`src/rtl/cic3_sample_buffer.sv`:
```
// rtl/cic3_sample_buffer.sv - CIC output capture, offset-binary to signed conversion and FWFT sample FIFO
module cic3_sample_buffer #(
    parameter int DECIMATION_FACTOR = 256,
    parameter int CLOCK_WIDTH       = $clog2(DECIMATION_FACTOR),
    parameter int NUMBITS           = 3 * CLOCK_WIDTH + 1,
    parameter int OUT_WIDTH         = NUMBITS - 1,
    parameter int CAPTURE_PHASE     = 2,
    parameter int SETTLE_SAMPLES    = 4,
    parameter int FIFO_DEPTH        = 8
) (
    input  logic                            clk,
    input  logic                            reset_n,
    input  logic                            enable,
    input  logic [NUMBITS-1:0]              cic_in,
    input  logic                            fifo_flush,
    input  logic                            clear_overflow,
    input  logic                            rd_ready,
    output logic                            rd_valid,
    output logic [OUT_WIDTH-1:0]            rd_data,
    output logic [$clog2(FIFO_DEPTH):0]     fifo_level,
    output logic                            settled,
    output logic                            overflow
);

    localparam int AW = $clog2(FIFO_DEPTH);
    localparam int LW = AW + 1;
    localparam logic [CLOCK_WIDTH-1:0] CAP_PH   = CLOCK_WIDTH'(CAPTURE_PHASE);
    localparam logic [3:0]             SETTLE_N = 4'(SETTLE_SAMPLES);
    localparam logic [LW-1:0]          DEPTH_L  = LW'(FIFO_DEPTH);
    localparam logic [NUMBITS:0]       HALF     = (NUMBITS + 1)'(1) << (NUMBITS - 2);
    localparam logic [NUMBITS-2:0]     SAT_MAX  = {1'b0, {(NUMBITS - 2){1'b1}}};

    logic [CLOCK_WIDTH-1:0] phase_q, phase_d;
    logic [3:0]             settle_cnt_q, settle_cnt_d;
    logic                   cap_valid_q, cap_valid_d;
    logic [OUT_WIDTH-1:0]   cap_data_q, cap_data_d;
    logic [OUT_WIDTH-1:0]   mem_q [FIFO_DEPTH];
    logic [OUT_WIDTH-1:0]   mem_d [FIFO_DEPTH];
    logic [AW-1:0]          wr_ptr_q, wr_ptr_d;
    logic [AW-1:0]          rd_ptr_q, rd_ptr_d;
    logic [LW-1:0]          level_q, level_d;
    logic                   overflow_q, overflow_d;

    logic                   strobe;
    logic [NUMBITS:0]       ext;
    logic [NUMBITS-2:0]     sat;
    logic                   pop, push, drop, full;

    // One extra bit keeps inputs above full scale from wrapping negative before saturation.
    always_comb begin
        ext = {1'b0, cic_in} - HALF;
        sat = ext[NUMBITS-2:0];
        if (!ext[NUMBITS] && (ext[NUMBITS-1] || ext[NUMBITS-2])) begin
            sat = SAT_MAX;
        end
    end

    assign strobe  = enable && (phase_q == CAP_PH);
    assign settled = (settle_cnt_q == SETTLE_N);

    always_comb begin
        phase_d      = enable ? phase_q + 1'b1 : '0;
        settle_cnt_d = settle_cnt_q;
        if (!enable) begin
            settle_cnt_d = '0;
        end else if (strobe && !settled) begin
            settle_cnt_d = settle_cnt_q + 1'b1;
        end
        cap_valid_d = strobe && settled;
        cap_data_d  = strobe ? sat[NUMBITS-2 -: OUT_WIDTH] : cap_data_q;
    end

    assign full = (level_q == DEPTH_L);
    assign pop  = rd_valid && rd_ready;
    assign push = cap_valid_q && (!full || pop) && !fifo_flush;
    assign drop = cap_valid_q && full && !pop && !fifo_flush;

    always_comb begin
        mem_d    = mem_q;
        wr_ptr_d = wr_ptr_q + AW'(push);
        rd_ptr_d = rd_ptr_q + AW'(pop);
        level_d  = level_q + LW'(push) - LW'(pop);
        if (push) begin
            mem_d[wr_ptr_q] = cap_data_q;
        end
        if (fifo_flush) begin
            wr_ptr_d = '0;
            rd_ptr_d = '0;
            level_d  = '0;
        end
        overflow_d = overflow_q;
        if (drop) begin
            overflow_d = 1'b1;
        end else if (clear_overflow) begin
            overflow_d = 1'b0;
        end
    end

    always_ff @(posedge clk or negedge reset_n) begin
        if (!reset_n) begin
            phase_q      <= '0;
            settle_cnt_q <= '0;
            cap_valid_q  <= 1'b0;
            cap_data_q   <= '0;
            mem_q        <= '{default: '0};
            wr_ptr_q     <= '0;
            rd_ptr_q     <= '0;
            level_q      <= '0;
            overflow_q   <= 1'b0;
        end else begin
            phase_q      <= phase_d;
            settle_cnt_q <= settle_cnt_d;
            cap_valid_q  <= cap_valid_d;
            cap_data_q   <= cap_data_d;
            mem_q        <= mem_d;
            wr_ptr_q     <= wr_ptr_d;
            rd_ptr_q     <= rd_ptr_d;
            level_q      <= level_d;
            overflow_q   <= overflow_d;
        end
    end

    assign rd_valid   = (level_q != '0);
    assign rd_data    = rd_valid ? mem_q[rd_ptr_q] : '0;
    assign fifo_level = level_q;
    assign overflow   = overflow_q;

endmodule

```
`config.mk`:
```
export PLATFORM = sky130hd
export DESIGN_NAME = cic3_sample_buffer
export DESIGN_NICKNAME = d
export VERILOG_FILES = /design/src/rtl/cic3_sample_buffer.sv
export SDC_FILE = /design/constraint.sdc
export NUM_CORES = 1
export LEC_CHECK = 0
export ABC_AREA = 1
export BUFFER_PORTS_ARGS = -buffer_cell sky130_fd_sc_hd__buf_4
export CAP_MARGIN = 20
export CORE_MARGIN = 5
export CORE_UTILIZATION = 30
export DETAILED_ROUTE_END_ITERATION = 10
export GPL_TIMING_DRIVEN = 0
export PLACE_DENSITY = 0.46
export SYNTH_ARGS = -nofsm -noshare
export SYNTH_HDL_FRONTEND = slang
export SYNTH_SLANG_ARGS = --single-unit
```
`constraint.sdc`:
```
create_clock -name clk -period 5.22 [get_ports clk]
set_input_delay 0.522 -clock clk [delete_from_list [all_inputs] [get_ports clk]]
set_output_delay 0.522 -clock clk [all_outputs]
set_load 0.02 [all_outputs]
```
After elaboration in Yosys (flattened, before gate mapping)
Index checks and enable logic that the tools add are counted.
{"block": "classes", "n_addsub": 7, "n_div": 0, "n_shift": 0, "n_reduce_logical": 20, "bitwise_logic": 2, "n_eq_ne": 4, "order_cmp": 3, "n_mux": 16, "mul": 0}
{"op": "$bwmux 192", "count": 1}
{"op": "$mux 24", "count": 5}
{"op": "$bmux 24 s3", "count": 1}
{"op": "$demux 24 s3", "count": 1}
{"op": "$sub 25x24->26 const B", "count": 1}
{"op": "$mux 4", "count": 3}
{"op": "$logic_and 1x1->1", "count": 11}
{"op": "$add 8x1->8 const B", "count": 1}
{"op": "$eq 8x2->1 const B", "count": 1}
{"op": "$ge 4x4->1 const B", "count": 2}
{"op": "$mux 8", "count": 1}
{"op": "$not 3->4", "count": 2}
{"op": "$add 3x1->3", "count": 2}
{"op": "$mux 3", "count": 2}
{"op": "$logic_not 1->1", "count": 5}
{"op": "$add 4x1->4", "count": 1}
{"op": "$add 4x1->4 const B", "count": 1}
{"op": "$eq 4x3->1 const B", "count": 1}
{"op": "$eq 4x4->1 const B", "count": 1}
{"op": "$lt 4x1->1 const B", "count": 1}
{"op": "$reduce_bool 4->1", "count": 1}
{"op": "$sub 4x1->4", "count": 1}
{"op": "$logic_or 1x1->1", "count": 2}
{"op": "$mux 1", "count": 2}
{"op": "2 further kinds", "count": 2}
{"block": "totals", "rom_bits": 0, "latchBits": 0, "memories": 0, "ff_bits": 240, "mem_bits_rw": 0, "wordCells": 68, "in_bits": 31}

Longest topological paths before layout
{"block": "depth", "ltp_word": 8, "ltp_mapped": 15, "ltp_nobuf": 13}

Worst setup path before layout
No wires, ideal clock.
{"block": "synth_path", "kind": "reg-to-reg", "startpoint": "reg level_q[2], in the netlist fifo_level[2]", "endpoint": "reg level_q[2], in the netlist fifo_level[2]", "arrival_ns": 2.505, "path_stages_with_launch": 15, "required_time_ns": 5.097, "setup_ns": 0.123, "path_slack_ns": 2.592, "cell_sequence": "dfrtp_1 > inv_1 > ha_1 > nand2_4 > nand2_2 > nand2_2 > buf_6 > buf_2 > nand2_1 > ha_1 > inv_1 > ha_1 > fa_1 > xnor2_1 > nor2_1"}
{"block": "synth_via", "elab_chain_len": 8, "word_cells_on_any_way": 10, "cone_classes": "add/sub (2); eq/ne (1); mux (1); reduce/logical (6)"}
{"element": "from (decl)", "line": "41", "rtl": "logic [LW-1:0] level_q, level_d;"}
{"element": "from (signal assigned)", "line": "118", "rtl": "level_q <= level_d;"}
{"element": "$eq 4x4->1 or $reduce_bool 4->1 (tied branches)", "line": "73, 123"}
{"element": "$logic_not 1->1 or $logic_and 1x1->1 (tied branches)", "line": "75, 74"}
{"element": "$logic_or 1x1->1", "line": "75", "rtl": "assign push = cap_valid_q && (!full || pop) && !fifo_flush;"}
{"element": "$logic_and 1x1->1 (2 in series)", "line": "75"}
{"element": "$add 4x1->4", "line": "82", "rtl": "level_d = level_q + LW'(push) - LW'(pop);"}
{"element": "$sub 4x1->4 (*)", "line": "82"}
{"element": "$mux 4 (*)", "line": "86", "rtl": "if (fifo_flush) begin"}
{"element": "named net level_d[2]", "line": "41"}
The timed path passes the listed nets; every way through them passes the cells marked *.
A chain may end at the register's enable or synchronous reset.

Worst setup path in the final report
{"block": "layout_path", "startpoint": "reg rd_ptr_q[1]", "endpoint": "out rd_data[12]"}
{"block": "layout_via", "elab_chain_len": 5}
{"element": "from (decl)", "line": "40", "rtl": "logic [AW-1:0] rd_ptr_q, rd_ptr_d;"}
{"element": "from (signal assigned)", "line": "117", "rtl": "rd_ptr_q <= rd_ptr_d;"}
{"element": "$not 3->4 (implied by the code)", "line": "124", "rtl": "assign rd_data = rd_valid ? mem_q[rd_ptr_q] : '0;"}
{"element": "$bmux 24 s3", "line": "124"}
{"element": "$mux 24 (implied by the code) (2 in series)", "line": "124"}
{"element": "$mux 24", "line": "124"}
{"element": "to (decl)", "line": "19", "rtl": "output logic [OUT_WIDTH-1:0] rd_data,"}
Every way passes these cells. The select of a mux whose other input is x is not followed.

==> run_results.csv <==
group,metric,value,unit
sta,finalHoldViolations,0,
clock_tree,cts_buffers,30,
worst_setup_path,worstSetupPathType,"reg2out",
global_routing,antenna_found_initial,0,
logic_synthesis,syn-num-nets,1743,
power,total_power,6.459,mW
sta,worst_pin_slew,0.8893,ns
worst_setup_path,arrival,2.77,ns
die,rows,75,
global_routing,grt_pass1_wl,67590,um
logic_synthesis,netlist-cell-type-count,25,
logic_synthesis,syn_area_per_cell,7.453,um2
sta,fin_crit_sh,63.04,%
clock_tree,cts_resized,0,
clock_tree,clk_path_buf_depth,3,
final_layout,drive_above_1_share,11.48,%
sta,drv_slew,0,
detailed_routing,vias,11696,
detailed_routing,drt_first_iter_violations,757,
final_layout,multi_input_area,0.005469,mm2
power,power.density,433.2,mW/mm2
global_routing,grt_pass1_vias,11430,
sta,max_freq,303.9,MHz
sta,rsz0062_at_grt,"false",
run_status,status,"finished, final reports clean",
clock_tree,cts_sinks,240,
logic_synthesis,yosysTopAreaCellShare,47.49,%
global_routing,grt_max_degree,88,
clock_tree,clockRootBuffer,"clkbuf_16",
worst_setup_path,cp-start-kind,"flop",
logic_synthesis,synth_cells,1697,
logic_synthesis,ys_ff_latch,240,
logic_synthesis,yosys.area.top_type,"dfrtp_1",
detailed_routing,drt-wirelength-per-cell,18.19,um
die,core_area,0.04185,mm2
clock_tree,cts_tree,"done",
die,floorplan.initialDensity,30.22,%
clock_tree,clk_pin_slew,0.06,ns
sta,setup_violations,0,
placement,io_buffers,60,
die,die_w,215.3,um
placement,hpwlAfterDp,31190,um
detailed_routing,ant_nets,0,
logic_synthesis,netlist_area,0.01265,mm2
power,power.leakage,7.726,nW
sta,min_period,3.291,ns
final_layout,layout.area.seq,0.006006,mm2
final_layout,syn2layout_area_growth,17.91,%
clock_tree,h-tree-depth,1,
die,die_y,215.3,um
worst_setup_path,worstPathRequired,4.70,ns
worst_setup_path,cp_max_fo,10,
sta,fin_skew,0.01987,ns
die,io_pins,62,
logic_synthesis,synth_seq_area_share,47.49,%
final_layout,nets,1838,
power,vdd_drop_max,290.2,uV
clock_tree,clk_latency,0.56,ns
detailed_routing,routed_via_density,4.975,
sta,relSlewSlack,40.71,%
detailed_routing,drc,0,
worst_setup_path,endpoint_kind,"output port",
run,max_cap_viol_count,0,
detailed_routing,dr.pass1.iters,5,
sta,final.setup.tns,0,ns
placement,place_congestion,0.8323,
detailed_routing,wl,42760,um
logic_synthesis,synthTopCellsByArea,"dfrtp_1 (47%), nand2_1 (19%), nand4_1 (9.6%)",
final_layout,fillCellCount,4521,
global_routing,track_usage,18.13,%
logic_synthesis,synth_warnings,0,
die,dieArea,0.04636,mm2
global_routing,overflow,0,
final_layout,n_antenna_cell,0,
hold_path,min_path_type,"in2reg",
-- final timing paths --
kind | to | from | cells after the start | slack, ns
max reg2reg | fifo_level[2] | fifo_level[2] | 14 | 2.38
min in group asynchronous | phase_q[2] | reset_n | 2 | 0.50
max in group asynchronous | mem_q[174] | reset_n | 4 | 3.40
min | overflow | clear_overflow | 2 | 0.15
max | rd_data[12] | rd_ptr_q[1] | 7 | 1.93
min reg2reg | mem_q[104] | mem_q[104] | 2 | 0.46
-- layer usage --
metal / vias up / global-route usage, % / part of all wire (%)
li1: 5671 / - / -
met1: 5684 / 26.12 / 48
met2: 261 / 28.74 / 45
met3: 80 / 2.308 / 4.1
met4: 0 / 5.227 / 2.9
met5: - / 0 / 0
-- final cells by class --
| type | count | area share (%) |
|---|---|---|
| Timing Repair Buffer | 63 | 3.507 |
| Inverter | 105 | 2.643 |
| Clock buffer | 43 | 5.974 |
| Buffer | 148 | 5.219 |
| Multi-Input combinational cell | 1204 | 36.68 |
| Clock inverter | 9 | 1.183 |
| Tap cell | 539 | 4.523 |
| Sequential cell | 240 | 40.28 |
-- cells by family after synthesis --
logic type / count (synthesis) / synth area share [%]
buffers and inverters: 253 / 9.270
xor gates and xnor gates: 3 / 0.2078
and+or+nand+nor: 1103 / 38.21
DFF: 240 / 47.49
AOI/OAI and AO/OA: 83 / 3.284
adders and majority gates: 15 / 1.543
-- cell usage in the layout, fill, tap and decap left out, types with 5 or more instances in the layout --
master	synthesis	final
a21oi_1	7	7
buf_1	11	11
buf_2	49	49
buf_4	3	62
buf_6	20	20
bufinv_16	0	5
clkbuf_1	65	70
clkbuf_16	0	31
clkbuf_8	0	7
dfrtp_1	240	240
ha_1	14	14
inv_1	100	100
inv_2	5	5
nand2_1	627	627
nand3_1	64	64
nand3_2	8	8
nand4_1	195	195
nor2_1	193	193
nor2_2	5	5
nor2_4	5	5
o21ai_0	76	76
-- what timing repair did --
action	in CTS	in global routing
setup buffers	0	0
hold buffers	1	0
hold endpoints to repair	72	0
-- worst max-delay path, cell delays in order (launching register included) --
cell and delay, ns:
dfrtp_1 0.46, clkbuf_1 0.61, buf_2 0.36, nand3_1 0.10, nand3_1 0.11, nand2_1 0.07, nor2_1 0.29, buf_4 0.21
-- sequential cells by signal, indices dropped and copies added, names as in the netlist --
register      flops
phase_q           8
fifo_level        4
mem_q           192
settle_cnt_q      4
overflow          1
cap_valid_q       1
cap_data_q       24
rd_ptr_q          3
wr_ptr_q          3
-- stage by stage --
stage	util (%)	instance area (um2)	hold WS, ns	worst slack (ns)	cells
after floorplan	-	12650	0.2264	2.592	1697
after global placement	32.91	13770	0.4485	1.411	2296
after detailed placement	33.06	13830	0.4530	2.160	2298
after CTS	35.63	14910	0.1361	1.891	2351
after global routing	35.63	14910	0.1480	1.770	2351
final	35.63	14910	0.1475	1.929	2351
-- power breakdown --
| part | leakage [nW] | internal [mW] | total [mW] | switching [mW] |
|---|---|---|---|---|
| Clock | 0.521 | 1.42 | 2.26 | 0.837 |
| Sequential | 3.27 | 1.94 | 1.98 | 0.0389 |
| Combinational | 3.94 | 0.643 | 2.22 | 1.58 |
-- synthesized netlist by cell type --
| cell | number |
|---|---|
| nand4_1 | 195 |
| nor2_4 | 5 |
| fa_1 | 1 |
| clkbuf_1 | 65 |
| xor2_1 | 1 |
| xnor2_1 | 2 |
| buf_1 | 11 |
| nor3b_2 | 1 |
| nor2_2 | 5 |
| buf_2 | 49 |
| buf_6 | 20 |
| nand3_2 | 8 |
| buf_4 | 3 |
| nand2_2 | 2 |
| nand2_4 | 1 |
| o21ai_0 | 76 |
| nor3_1 | 2 |
| inv_1 | 100 |
| nor2_1 | 193 |
| ha_1 | 14 |
| nand3_1 | 64 |
| dfrtp_1 | 240 |
| inv_2 | 5 |
| a21oi_1 | 7 |
| nand2_1 | 627 |
No activity file was read; power rests on OpenSTA's default activity.
